### src/rtl/rgb_color_selector.sv
// rgb_color_selector: synchronises, debounces and edge-detects three push-buttons and steps a 3-bit colour code.
// Define AUTO_CYCLE_EN to compile in the timed auto-cycle stepping driven by auto_en.
module rgb_color_selector #(
  parameter int unsigned CLK_FREQ       = 100_000_000,
  parameter int unsigned DEBOUNCE_MS    = 10,
  parameter int unsigned AUTO_PERIOD_MS = 500
) (
  input  logic       clk_in,
  input  logic       reset,
  input  logic       btn_next,
  input  logic       btn_prev,
  input  logic       btn_clear,
  input  logic       auto_en,
  output logic [2:0] color,
  output logic       color_changed,
  output logic       auto_active
);

  localparam int unsigned DB_CYCLES   = CLK_FREQ / 1000 * DEBOUNCE_MS;
  localparam int unsigned AUTO_CYCLES = CLK_FREQ / 1000 * AUTO_PERIOD_MS;
  localparam int unsigned DB_W        = (DB_CYCLES > 1) ? $clog2(DB_CYCLES) : 1;
  localparam int unsigned AUTO_W      = (AUTO_CYCLES > 1) ? $clog2(AUTO_CYCLES) : 1;
  localparam int unsigned NBTN        = 3;
  localparam int unsigned B_NEXT      = 0;
  localparam int unsigned B_PREV      = 1;
  localparam int unsigned B_CLEAR     = 2;
  localparam logic [DB_W-1:0] DB_LAST = DB_W'(DB_CYCLES - 1);

  logic [NBTN-1:0] btn_raw;
  logic [NBTN-1:0] sync1_q, sync2_q;
  logic [NBTN-1:0] stable_q, stable_d;
  logic [NBTN-1:0] stable_dly_q;
  logic [NBTN-1:0] press_q, press_d;
  logic [DB_W-1:0] cnt_q [NBTN];
  logic [DB_W-1:0] cnt_d [NBTN];

  logic [2:0] color_q, color_d;
  logic       changed_q, changed_d;
  logic       any_press;
  logic       auto_step;

  assign btn_raw = {btn_clear, btn_prev, btn_next};

  // Per-button debounce: stable follows the synchronised input only after DB_CYCLES consecutive disagreeing cycles.
  always_comb begin
    for (int i = 0; i < NBTN; i++) begin
      stable_d[i] = stable_q[i];
      cnt_d[i]    = '0;
      if (sync2_q[i] != stable_q[i]) begin
        if (cnt_q[i] == DB_LAST) begin
          stable_d[i] = sync2_q[i];
        end else begin
          cnt_d[i] = cnt_q[i] + DB_W'(1);
        end
      end
    end
  end

  assign press_d = stable_q & ~stable_dly_q;

  always_ff @(posedge clk_in) begin
    if (!reset) begin
      sync1_q      <= '0;
      sync2_q      <= '0;
      stable_q     <= '0;
      stable_dly_q <= '0;
      press_q      <= '0;
      for (int i = 0; i < NBTN; i++) begin
        cnt_q[i] <= '0;
      end
    end else begin
      sync1_q      <= btn_raw;
      sync2_q      <= sync1_q;
      stable_q     <= stable_d;
      stable_dly_q <= stable_q;
      press_q      <= press_d;
      for (int i = 0; i < NBTN; i++) begin
        cnt_q[i] <= cnt_d[i];
      end
    end
  end

  assign any_press = |press_q;

`ifdef AUTO_CYCLE_EN
  localparam logic [AUTO_W-1:0] AUTO_LAST = AUTO_W'(AUTO_CYCLES - 1);

  logic              auto_active_q;
  logic [AUTO_W-1:0] timer_q, timer_d;

  // Period timer restarts on any press, so a manual step always begins a fresh period.
  always_comb begin
    timer_d   = '0;
    auto_step = 1'b0;
    if (auto_active_q && !any_press) begin
      if (timer_q == AUTO_LAST) begin
        auto_step = 1'b1;
      end else begin
        timer_d = timer_q + AUTO_W'(1);
      end
    end
  end

  always_ff @(posedge clk_in) begin
    if (!reset) begin
      auto_active_q <= 1'b0;
      timer_q       <= '0;
    end else begin
      auto_active_q <= auto_en;
      timer_q       <= timer_d;
    end
  end

  assign auto_active = auto_active_q;
`else
  logic unused_auto_en;

  assign unused_auto_en = auto_en;
  assign auto_step      = 1'b0;
  assign auto_active    = 1'b0;
`endif

  // Colour update: clear beats everything, simultaneous next+prev cancel, auto step only when no button acts.
  always_comb begin
    color_d = color_q;
    if (press_q[B_CLEAR]) begin
      color_d = 3'd0;
    end else if (press_q[B_NEXT] && press_q[B_PREV]) begin
      color_d = color_q;
    end else if (press_q[B_NEXT]) begin
      color_d = color_q + 3'd1;
    end else if (press_q[B_PREV]) begin
      color_d = color_q - 3'd1;
    end else if (auto_step) begin
      color_d = color_q + 3'd1;
    end
    changed_d = (color_d != color_q);
  end

  always_ff @(posedge clk_in) begin
    if (!reset) begin
      color_q   <= 3'd0;
      changed_q <= 1'b0;
    end else begin
      color_q   <= color_d;
      changed_q <= changed_d;
    end
  end

  assign color         = color_q;
  assign color_changed = changed_q;

endmodule

### config.mk
export PLATFORM = sky130hd
export DESIGN_NAME = rgb_color_selector
export DESIGN_NICKNAME = d
export VERILOG_FILES = /design/src/rtl/rgb_color_selector.sv
export SDC_FILE = /design/constraint.sdc
export NUM_CORES = 1
export LEC_CHECK = 0
export CAP_MARGIN = 20
export CORE_UTILIZATION = 25
export CTS_BUF_LIST = sky130_fd_sc_hd__clkbuf_8 sky130_fd_sc_hd__clkbuf_16
export DETAILED_ROUTE_END_ITERATION = 12
export HOLD_SLACK_MARGIN = 0.03
export PLACE_DENSITY = 0.35
export SKIP_LAST_GASP = 1
export SLEW_MARGIN = 20
export SYNTH_ARGS = -nofsm -noshare
export SYNTH_HDL_FRONTEND = slang
export SYNTH_SLANG_ARGS = --single-unit
### constraint.sdc
create_clock -name clk_in -period 3.6 [get_ports clk_in]
set_clock_uncertainty 0.05 [all_clocks]
set_input_delay 0.72 -clock clk_in [delete_from_list [all_inputs] [get_ports clk_in]]
set_output_delay 0.72 -clock clk_in [all_outputs]
set_load 0.1 [all_outputs]
# --- Word level (Yosys, flattened, before mapping) ---
# Memory sizes are Yosys's and may differ from the RTL's.
# Cells that the tools add are included.
word_totals:
  reg_bits: 19
  mem_bits_rw: 60
  input_bits: 6
  output_inout_bits: 5
  word_cells: 46
  n_memories: 1
mem_list:
  columns: ["name", "words", "width", "read_ports", "rd_clocked_by_memory_dff", "wr", "line", "rtl"]
  rows:
  - ["cnt_q", 3, 20, 3, 0, 3, "34", "logic [DB_W-1:0] cnt_q [NBTN];"]
classes:
  add_sub_neg: 5
  n_eq_ne: 7
  mux: 15
  bitwise: 5
  n_reduce_logical: 4
op_table:
  columns: ["op", "count"]
  rows:
  - ["$mux 20", 9]
  - ["$add 20x1->20 const B", 3]
  - ["$eq 20x20->1 const B", 3]
  - ["$mux 3", 4]
  - ["$reduce_and 2->1", 3]
  - ["$add 3x1->3 const B", 1]
  - ["$and 3x3->3", 1]
  - ["$ne 1x1->1", 3]
  - ["$ne 3x3->1", 1]
  - ["$not 3->3", 1]
  - ["$or 1x1->1", 3]
  - ["$sub 3x1->3 const B", 1]
  - ["$mux 1", 2]
  - ["$logic_and 1x1->1", 1]

# --- Logic depth before layout (Yosys ltp) ---
logic_depth:
  word_depth: 6
  depth_mapped: 6
  mapped_depth_nobuf: 5

# --- Worst setup path before layout ---
# Ideal clock, no wire load.
synth_path:
  path_type: "register to register"
  from: "memory cnt_q[0][51] (netlist name)"
  to: "memory cnt_q[0][46] (netlist name)"
  setup_ns: 0.115
  arrival_time_ns: 1.790
  t_required_ns: 3.435
  slack_ns: 1.645
  stages_incl_launch_ff: 6
  n_path_buf: 1
  synth_period_minus_slack_ns: 1.955
  path_cell_list: "dfxtp_1 -> or4b_1 -> or4_4 -> o211ai_4 -> buf_6 -> nor2_1"
synth_lines:
  columns: ["element", "line"]
  rows:
  - ["start, declared", "34"]

# --- Final worst setup path ---
layout_path:
  from: "register color_q[1], in the netlist color[1]"
  to: "output color[1]"
layout_lines:
  columns: ["element", "line", "rtl"]
  rows:
  - ["start, declared", "37", "logic [2:0] color_q, color_d;"]
  - ["start signal, assigned", "145", "color_q <= color_d;"]
  - ["end, declared", "14", "output logic [2:0] color,"]
# No word-level cell between the ends.

==> impl_metrics.env <==
export IMPL_outcome="complete, no violations"
export IMPL_holdBufCountCts=0
export IMPL_drv_cap=0
export IMPL_slew_violations=0
export IMPL_die_h_um=119
export IMPL_syn_to_final_growth_pct=16.7
export IMPL_synth_seq_cells=79
export IMPL_ys_types=41
export IMPL_routed_top_layer="met4"
export IMPL_clock_sinks=79
export IMPL_yosys_most_used_dff="dfxtp_1"
export IMPL_cts_tree="done"
export IMPL_ys_warn_count=0
export IMPL_synth_top_cell_area_share_pct=46.2
export IMPL_min_path_type="flop to flop"
export IMPL_synth_compound_area_share_pct=10.1
export IMPL_drtPass1Iterations=4
export IMPL_crit_buf_inv=1
export IMPL_cts_inserted_buffers=9
export IMPL_drive_gt1_share_pct=5.53
export IMPL_h_tree_depth=3
export IMPL_boundaryPins=11
export IMPL_synth_area_per_cell_um2=8.93
export IMPL_dieArea_um2=14200
export IMPL_cp_required_ns=2.83
export IMPL_grt_pass1_vias=2426
export IMPL_sw_frac_of_total_pct=20.5
export IMPL_synth_edf_count=0
export IMPL_wl_met3_um=195
export IMPL_synth_area_um2=3420
export IMPL_vdd_ir_drop_max_mv=0.196
export IMPL_gp_congestion=0.701
export IMPL_syn_inst=383
export IMPL_syn_nets=394
export IMPL_period_needed_ns=2.70
export IMPL_clk_latency_ns=0.33
export IMPL_yosysTopAreaCell="dfxtp_1"
export IMPL_setup_worst_path_class="flop to primary output"
export IMPL_period_share_pct=75.0
export IMPL_hpwl_mm=4.72
export IMPL_final_area_um2=3990
export IMPL_crit_slowest_cell="clkdlybuf4s50_1"
export IMPL_crit_fanout=6
export IMPL_crit_arrival_ns=1.93
export IMPL_switching_power_mw=0.383
export IMPL_p_seq_share_pct=47.4
export IMPL_clock_power_share_pct=49.9
export IMPL_rsz0062_at_grt="false"
export IMPL_synth_async_sr_flop_share_pct=0
export IMPL_viasPerCell=4.53
export IMPL_postPlaceCellArea_um2=3680
export IMPL_io_buffer_count=8
export IMPL_synth_mux_area_share_pct=0
export IMPL_core_um2=13300
export IMPL_fmaxAchievable_mhz=370
export IMPL_num_vias=2600
export IMPL_met2_length_mm=2.88
export IMPL_setup_viol=0
export IMPL_ys_seq_area_share_pct=46.2
export IMPL_synth_xor_area_share_pct=9.73
export IMPL_slew_headroom_pct=34.8
export IMPL_slowest_delay_ns=1.18
export IMPL_synth_fa_ha_area_share_pct=1.83
export IMPL_tightestPinTransition_ns=0.975
export IMPL_final_nets=404
export IMPL_overflow=0
export IMPL_die_x_um=119
export IMPL_hold_viol_final=0
export IMPL_cp_start_kind="flop"
export IMPL_synthTopCellsByArea="dfxtp_1 (46%), xnor2_1 (5.1%), xor2_1 (4.6%)"
export IMPL_power_density_nw_per_um2=468
export IMPL_grt_max_degree=20
export IMPL_wire_per_inst_um=11.7
export IMPL_cts_root_buf="clkbuf_16"
export IMPL_post_cts_buffers=0
export IMPL_path_cells="clkdlybuf4s50_1"
export IMPL_wl_mm=6.73
export IMPL_rows=42
export IMPL_crit_family="buffers and inverters"
export IMPL_grt_pass1_wl_mm=11.7
export IMPL_grt_total_usage_pct=10.5
export IMPL_antenna_found_initial=0
export IMPL_clk_pin_slew_ns=0.06
export IMPL_drt_initial_drc_count=87
export IMPL_initial_core_util_pct=25.7
export IMPL_tns_ns=0
export IMPL_power_frac_comb_pct=2.7
export IMPL_synth_simple_area_share_pct=28.4
export IMPL_antenna_left=0
export IMPL_cts_max_path_buffers=2
export IMPL_p_int_mw=1.48
export IMPL_p_leak_nw=1.24
export IMPL_cts_resized=0
export IMPL_endpoint_kind="primary output"
export IMPL_post_route_drc_count=0
export IMPL_antenna_cells=0
export IMPL_synth_top_family_by_area="simple AND/OR/NAND/NOR gates"
export IMPL_drt_met1_wl_mm=3.51
cell usage after synthesis (2+ instances only):
| library cell | number |
|---|---|
| a211oi_1 | 2 |
| a21oi_1 | 24 |
| and2_1 | 11 |
| and3_1 | 6 |
| and4_1 | 2 |
| buf_2 | 2 |
| clkbuf_1 | 7 |
| dfxtp_1 | 79 |
| ha_1 | 5 |
| inv_1 | 18 |
| nand2_1 | 21 |
| nand2b_1 | 4 |
| nand3_1 | 24 |
| nand4_1 | 5 |
| nand4b_1 | 2 |
| nor2_1 | 41 |
| nor2b_1 | 5 |
| nor3_1 | 6 |
| nor4_1 | 6 |
| nor4b_1 | 4 |
| o21ai_0 | 11 |
| o31ai_1 | 13 |
| or2_0 | 2 |
| or3_1 | 13 |
| or4_1 | 18 |
| xnor2_1 | 20 |
| xor2_1 | 18 |
metal layers:
metal,up-vias,GRT usage [%]
met3,10,3.54
met2,25,15.3
li1,1371,-
met5,-,0
met4,0,5.46
met1,1194,13.6
area by class of cell:
| cell class | instances | area (um2) |
|---|---|---|
| Clock buffer | 12 | 267 |
| Clock inverter | 4 | 43.8 |
| Fill cell | 1406 | 9300 |
| Inverter | 18 | 67.6 |
| Multi-Input combinational cell | 275 | 1720 |
| Sequential cell | 79 | 1580 |
| Tap cell | 176 | 220 |
| Timing Repair Buffer | 10 | 95.1 |
power groups by stage:
stage / registers, mW / logic, mW / clock network, mW
after floorplan: 0.916 / 0.0244 / 0
after global placement: 0.904 / 0.0514 / 0
after global routing: 0.886 / 0.0562 / 0.998
after CTS: 0.885 / 0.0521 / 0.973
final: 0.885 / 0.0511 / 0.931
after detailed placement: 0.905 / 0.0519 / 0
cell families (layout without fill, tap and decap cells):
group           count (synthesis)  count (layout)
simple gates                  176             176
flops                          79              79
compound gates                 55              55
xor+xnor                       38              38
buf+inv                        29              44
fa+ha+maj                       5               5
other cells                     1               1
stage by stage:
step	utilization, %	hold WS (ns)	instances	power (mW)	worst slack (ns)
6_report	30.0	0.330	574	1.87	0.899
5_1_grt	30.0	0.339	574	1.94	0.819
4_1_cts	30.0	0.330	574	1.91	0.864
3_5_place_dp	27.7	0.322	558	0.957	1.18
3_3_place_gp	27.7	0.323	558	0.956	1.25
2_1_floorplan	-	0.317	383	0.941	1.65
registers in the layout (all words and copies together), names as in the netlist:
name	cells
sync2_q	3
color_changed	1
stable_dly_q	3
press_q	3
sync1_q	3
cnt_q	60
color	3
stable_q	3
path summary, 6_finish.rpt:
check	from	endpoint	slack, ns	cells past startpoint
worst max-delay path	color[1]	color[1]	0.90	1
worst min register to register	stable_dly_q[1]	press_q[1]	0.33	1
worst max register to register	cnt_q[0][0]	cnt_q[0][9]	1.27	6
worst min-delay path	stable_dly_q[1]	press_q[1]	0.33	1
layout by cell type (no fill, tap or decap), types with 5 or more instances in the layout:
master           instances
a21oi_1                 24
and2_1                  11
and3_1                   6
clkbuf_16                9
clkdlybuf4s50_1          8
dfxtp_1                 79
ha_1                     5
inv_1                   19
nand2_1                 21
nand3_1                 24
nand4_1                  5
nor2_1                  41
nor2b_1                  5
nor3_1                   6
nor4_1                   6
o21ai_0                 11
o31ai_1                 13
or3_1                   13
or4_1                   18
xnor2_1                 20
xor2_1                  18
Power figures use the tool's default switching activity.
